`src/rtl/command_entry_pkg.sv`:
```
// Shared widths, field-select encodings and FSM state codes for the operator
// command-entry front end.
package command_entry_pkg;

    localparam int CMD_ADDR_W = 5;
    localparam int CMD_OP_W   = 7;
    localparam int CMD_WORD_W = CMD_ADDR_W + CMD_OP_W;

    localparam logic FIELD_ADDR = 1'b0;
    localparam logic FIELD_CMD  = 1'b1;

    typedef enum logic {
        ST_EDIT    = 1'b0,
        ST_PENDING = 1'b1
    } state_t;

endpackage

```
`src/rtl/command_entry_btn_debounce.sv`:
```
// Two-flop synchronizer plus hold-time debouncer for one raw push-button;
// emits a single-cycle press pulse on each accepted rising level.
module btn_debounce #(
    parameter int DEBOUNCE_CYCLES = 250000
) (
    input  logic clk,
    input  logic rst,
    input  logic raw,
    output logic level,
    output logic press
);

    localparam int CNT_W = (DEBOUNCE_CYCLES > 2) ? $clog2(DEBOUNCE_CYCLES) : 1;
    localparam logic [CNT_W-1:0] CNT_MAX = CNT_W'(DEBOUNCE_CYCLES - 1);

    logic             sync1;
    logic             synced;
    logic             level_q;
    logic [CNT_W-1:0] cnt;

    always_ff @(posedge clk) begin
        if (rst) begin
            sync1   <= 1'b0;
            synced  <= 1'b0;
            level   <= 1'b0;
            level_q <= 1'b0;
            cnt     <= '0;
        end else begin
            sync1   <= raw;
            synced  <= sync1;
            level_q <= level;
            if (synced == level) begin
                cnt <= '0;
            end else if (cnt == CNT_MAX) begin
                // level has disagreed for the full hold window: accept it
                level <= synced;
                cnt   <= '0;
            end else begin
                cnt <= cnt + 1'b1;
            end
        end
    end

    assign press = level & ~level_q;

endmodule

```
`src/rtl/command_entry.sv`:
```
// Builds {address, command} from debounced buttons and offers the finished
// word downstream over a registered valid/ready handshake.
module command_entry
    import command_entry_pkg::*;
#(
    parameter int DEBOUNCE_CYCLES = 250000,
    parameter int ADDR_W          = CMD_ADDR_W,
    parameter int CMD_W           = CMD_OP_W
) (
    input  logic                      clk,
    input  logic                      rst,
    input  logic                      btn_field,
    input  logic                      btn_load,
    input  logic                      btn_inc,
    input  logic                      btn_dec,
    input  logic                      btn_submit,
    input  logic [CMD_W-1:0]          sw_value,
    output logic [ADDR_W+CMD_W-1:0]   cmd_buf,
    output logic                      field_sel,
    output logic                      cmd_valid,
    input  logic                      cmd_ready,
    output logic [ADDR_W+CMD_W-1:0]   cmd_out
);

    // bit order: 0 field, 1 load, 2 inc, 3 dec, 4 submit
    logic [4:0] raw_btn;
    logic [4:0] press;
    logic [4:0] btn_level_unused;

    assign raw_btn = {btn_submit, btn_dec, btn_inc, btn_load, btn_field};

    for (genvar i = 0; i < 5; i++) begin : g_btn
        btn_debounce #(
            .DEBOUNCE_CYCLES(DEBOUNCE_CYCLES)
        ) u_btn_debounce (
            .clk  (clk),
            .rst  (rst),
            .raw  (raw_btn[i]),
            .level(btn_level_unused[i]),
            .press(press[i])
        );
    end

    state_t                    state, state_n;
    logic [ADDR_W-1:0]         addr, addr_n;
    logic [CMD_W-1:0]          op, op_n;
    logic                      field_n;
    logic                      valid_n;
    logic [ADDR_W+CMD_W-1:0]   out_n;

    always_ff @(posedge clk) begin
        if (rst) begin
            state     <= ST_EDIT;
            addr      <= '0;
            op        <= '0;
            field_sel <= FIELD_ADDR;
            cmd_valid <= 1'b0;
            cmd_out   <= '0;
        end else begin
            state     <= state_n;
            addr      <= addr_n;
            op        <= op_n;
            field_sel <= field_n;
            cmd_valid <= valid_n;
            cmd_out   <= out_n;
        end
    end

    always_comb begin
        state_n = state;
        addr_n  = addr;
        op_n    = op;
        field_n = field_sel;
        valid_n = cmd_valid;
        out_n   = cmd_out;
        case (state)
            ST_EDIT: begin
                if (press[4]) begin
                    out_n   = {addr, op};
                    valid_n = 1'b1;
                    state_n = ST_PENDING;
                end else if (press[0]) begin
                    field_n = ~field_sel;
                end else if (press[1]) begin
                    if (field_sel == FIELD_CMD) op_n = sw_value;
                    else                        addr_n = sw_value[ADDR_W-1:0];
                end else if (press[2] ^ press[3]) begin
                    // natural width overflow gives the required wrap-around
                    if (field_sel == FIELD_CMD) op_n = press[2] ? op + 1'b1 : op - 1'b1;
                    else                        addr_n = press[2] ? addr + 1'b1 : addr - 1'b1;
                end
            end
            ST_PENDING: begin
                if (cmd_ready) begin
                    valid_n = 1'b0;
                    state_n = ST_EDIT;
                end
            end
            default: state_n = ST_EDIT;
        endcase
    end

    assign cmd_buf = {addr, op};

endmodule

```
`config.mk`:
```
export PLATFORM = sky130hd
export DESIGN_NAME = command_entry
export DESIGN_NICKNAME = d
export VERILOG_FILES = /design/src/rtl/command_entry_pkg.sv /design/src/rtl/command_entry_btn_debounce.sv /design/src/rtl/command_entry.sv
export SDC_FILE = /design/constraint.sdc
export NUM_CORES = 1
export LEC_CHECK = 0
export BUFFER_PORTS_ARGS = -buffer_cell sky130_fd_sc_hd__buf_2
export CAP_MARGIN = 5
export CORE_AREA = 2 2 117 119
export DETAILED_ROUTE_END_ITERATION = 8
export DIE_AREA = 0 0 119 121
export GPL_ROUTABILITY_DRIVEN = 0
export PLACE_DENSITY = 0.7
export SYNTH_ARGS = -nofsm -noshare
export SYNTH_HDL_FRONTEND = slang
export SYNTH_HIERARCHICAL = 1
export SYNTH_SLANG_ARGS = --single-unit
```
`constraint.sdc`:
```
create_clock -name clk -period 3.9 [get_ports clk]
set_clock_uncertainty 0.2 [all_clocks]
set_input_delay 0.195 -clock clk [delete_from_list [all_inputs] [get_ports clk]]
set_output_delay 0.195 -clock clk [all_outputs]
set_load 0.01 [all_outputs]
```
==> results.yml <==
synthesis:
  avgSynthCellArea_um2: 9.13
  synth-xor-area-share: 0.119
  netlist_top_cells_area: "dfxtp_1 (43%), xnor2_1 (11%), nor2_1 (6.8%)"
  syn_inst: 695
  syn-cell-area_um2: 6340
  yosysMostFrequentCell: "dfxtp_1"
  yosys.area_share.adder: 0.0320
  synth_seq_cells: 137
  synth_fp_nets: 725
  synth-edff-count: 0
  synthTopCellsByCount: "dfxtp_1 (137), nor2_1 (115), xnor2_1 (78)"
  synth_compound_area_frac: 0.0799
  yosysWarnings: 6
  yosysSeqAreaShare: 0.432
  synth_simple_gate_area_frac: 0.292
  yosys.area.top_type: "dfxtp_1"
  synth_top_area_share: 0.432
  synth.distinct_cells: 48
  muxShareOfSynthArea: 0.0152
  synth_top_family_by_area: "simple AND/OR/NAND/NOR gates"
  synth_ff_type: "dfxtp_1"
  synthArstFlopShare: 0
sta:
  finalMaxSlewViolations: 0
  setup_tns_ps: 0
  setup_violations: 0
  min_period_ps: 2690
  period_share: 0.690
  fmax_mhz: 372
  worst_slew_pin_slew_ps: 931
  hold_viol: 0
  rsz0062_at_grt: "no"
  slew_headroom: 0.378
route:
  ant_nets: 0
  drtIter0Drc: 302
  num_vias: 5029
  drc: 0
  routed_wl_um: 12800
  avgViaCountPerCell: 5.36
  wl_per_cell_um: 13.7
  first_pass_iters: 5
clock_tree:
  cts_tree: "yes"
  postCtsSetupRepairBufs: 0
  numCtsBuffers: 17
  cts_root_buf: "clkbuf_16"
  clkTransAtPathRegs_ps: 60
  clk_latency_ps: 420
  cts_max_path_buffers: 2
  clock-sinks: 137
  cts_max_level: 4
layout:
  drive_gt1_frac: 0.140
  area_growth_pct: 18.1
  nNetsFinal: 780
  instances_no_fill: 939
  diodes: 0
global_route:
  grt_antenna_before_repair: 0
  grt_max_degree: 31
  grt_pass1_wl_um: 22600
  first_global_vias: 4767
  track_usage: 0.193
  grt.overflow.total: 0
flow_run:
  max_cap_viol_count: 0
critical_path:
  crit_fanout: 9
  critPathRequiredTime_ps: 4040
  crit_type: "reg2reg"
  worstSetupEndpointType: "register"
  critPathLaunchType: "register"
  worst_ep_arrival_time_ps: 2830
place:
  io_buffer_count: 40
  hpwlAfterDp_um: 8660
  dp.cells: 895
pwr:
  p_leak_nw: 2.51
  irDropWorstVdd_mv: 0.325
  power_density_nw_per_um2: 439
floorplanning:
  io_pins: 41
  dieArea_um2: 14400
  coreArea_um2: 13100
  dieHeight_um: 121
  num_rows: 42
  start_util: 0.485
  die_x_um: 119
outcome:
  outcome: "finished clean"
min_path:
  hp-class: "in2reg"
registers in the layout, summed over array words and instances, names as in the netlist:
register,flops
g_btn.u_btn_debounce/cnt,90
cmd_out,12
op,7
addr,5
g_btn.u_btn_debounce/level,5
g_btn.u_btn_debounce/level_q,5
g_btn.u_btn_debounce/sync1,5
g_btn.u_btn_debounce/synced,5
cmd_valid,1
field_sel,1
state,1
logic make-up (layout without fill, tap and decap cells):
group / after synthesis / count (layout)
AOI/OAI and AO/OA: 62 / 62
and+or+nand+nor: 342 / 342
buffers and inverters: 44 / 112
muxes: 9 / 9
adders and majority gates: 15 / 15
DFF: 137 / 137
xor gates and xnor gates: 86 / 86
power breakdown:
| part | total [mW] | internal [mW] | switching [mW] |
|---|---|---|---|
| combinational | 0.0455 | 0.0210 | 0.0245 |
| sequential | 1.41 | 1.41 | 0.00405 |
| clock | 1.83 | 1.25 | 0.580 |
| total | 3.29 | 2.68 | 0.609 |
layout by cell type (no fill, tap or decap), drive strengths merged, types with 3 or more instances in the layout:
master	netlist	final
nor3	30	30
xnor2	78	78
o21ai	6	6
mux2	5	5
a211oi	7	7
nand3	30	30
dfxtp	137	137
buf	7	42
xor2	8	8
a311oi	3	3
ha	13	13
clkbuf	11	26
inv	26	26
nand2	46	46
nor4	30	30
a21oi	26	26
a21o	4	4
nor2	117	117
dlygate4sd3	0	12
bufinv	0	5
or3	5	5
o31ai	10	10
nor2b	30	30
nand4b	6	6
mux2i	4	4
nor4b	11	11
or4	6	6
nand4	25	25
metrics by stage:
step / utilization / setup slack (ps) / cell area (um2) / total power [mW] / hold slack, ps
2_1_floorplan: - / 1510 / 6340 / 1.46 / 66.6
3_3_place_gp: 0.511 / 1380 / 6690 / 1.48 / 214
3_5_place_dp: 0.511 / 1260 / 6690 / 1.48 / 221
4_1_cts: 0.572 / 1230 / 7490 / 3.32 / 17.5
5_1_grt: 0.572 / 1060 / 7490 / 3.39 / 38.7
6_report: 0.572 / 1210 / 7490 / 3.29 / 24.1
worst max-delay path: stages, from the launching register on:
cell and delay [ps]:
dfxtp_1 350, nor2b_1 430, inv_1 310, ha_1 370, a21o_1 190, a21oi_1 180
nor2b_1 100, o311a_1 330, nor3_1 160
final timing paths:
check | startpoint | endpoint | slack [ps] | cells past startpoint
setup / recovery | g_btn[2].u_btn_debounce/level | op[3] | 1210 | 8
hold / removal | sw_value[3] | addr[3] | 20 | 4
setup reg to reg | g_btn[2].u_btn_debounce/level | op[3] | 1210 | 8
hold reg to reg | g_btn[1].u_btn_debounce/sync1 | g_btn[1].u_btn_debounce/synced | 230 | 1
cell type report:
| type | instances | area (um2) |
|---|---|---|
| well taps | 176 | 220 |
| flip-flops and latches | 137 | 2740 |
| clock buffers | 26 | 529 |
| inverters | 26 | 97.6 |
| repair buffers | 54 | 335 |
| clock inverters | 6 | 155 |
| fillers | 1112 | 5600 |
| multi-input cells | 514 | 3410 |
routing by layer:
layer  global-route usage  up-vias  wire (um)
met5                    0        -          0
met4               0.0811        0        231
met3               0.0446       19        513
met2                0.314       96       6020
met1                0.245     2370       6060
li1                     -     2544          -
timing repair:
item,4_1_cts,5_1_grt
hold buffers,12,0
hold endpoints to repair,15,0
setup endpoints to repair,0,0
resized for setup,0,0
Power figures use the tool's default switching activity.
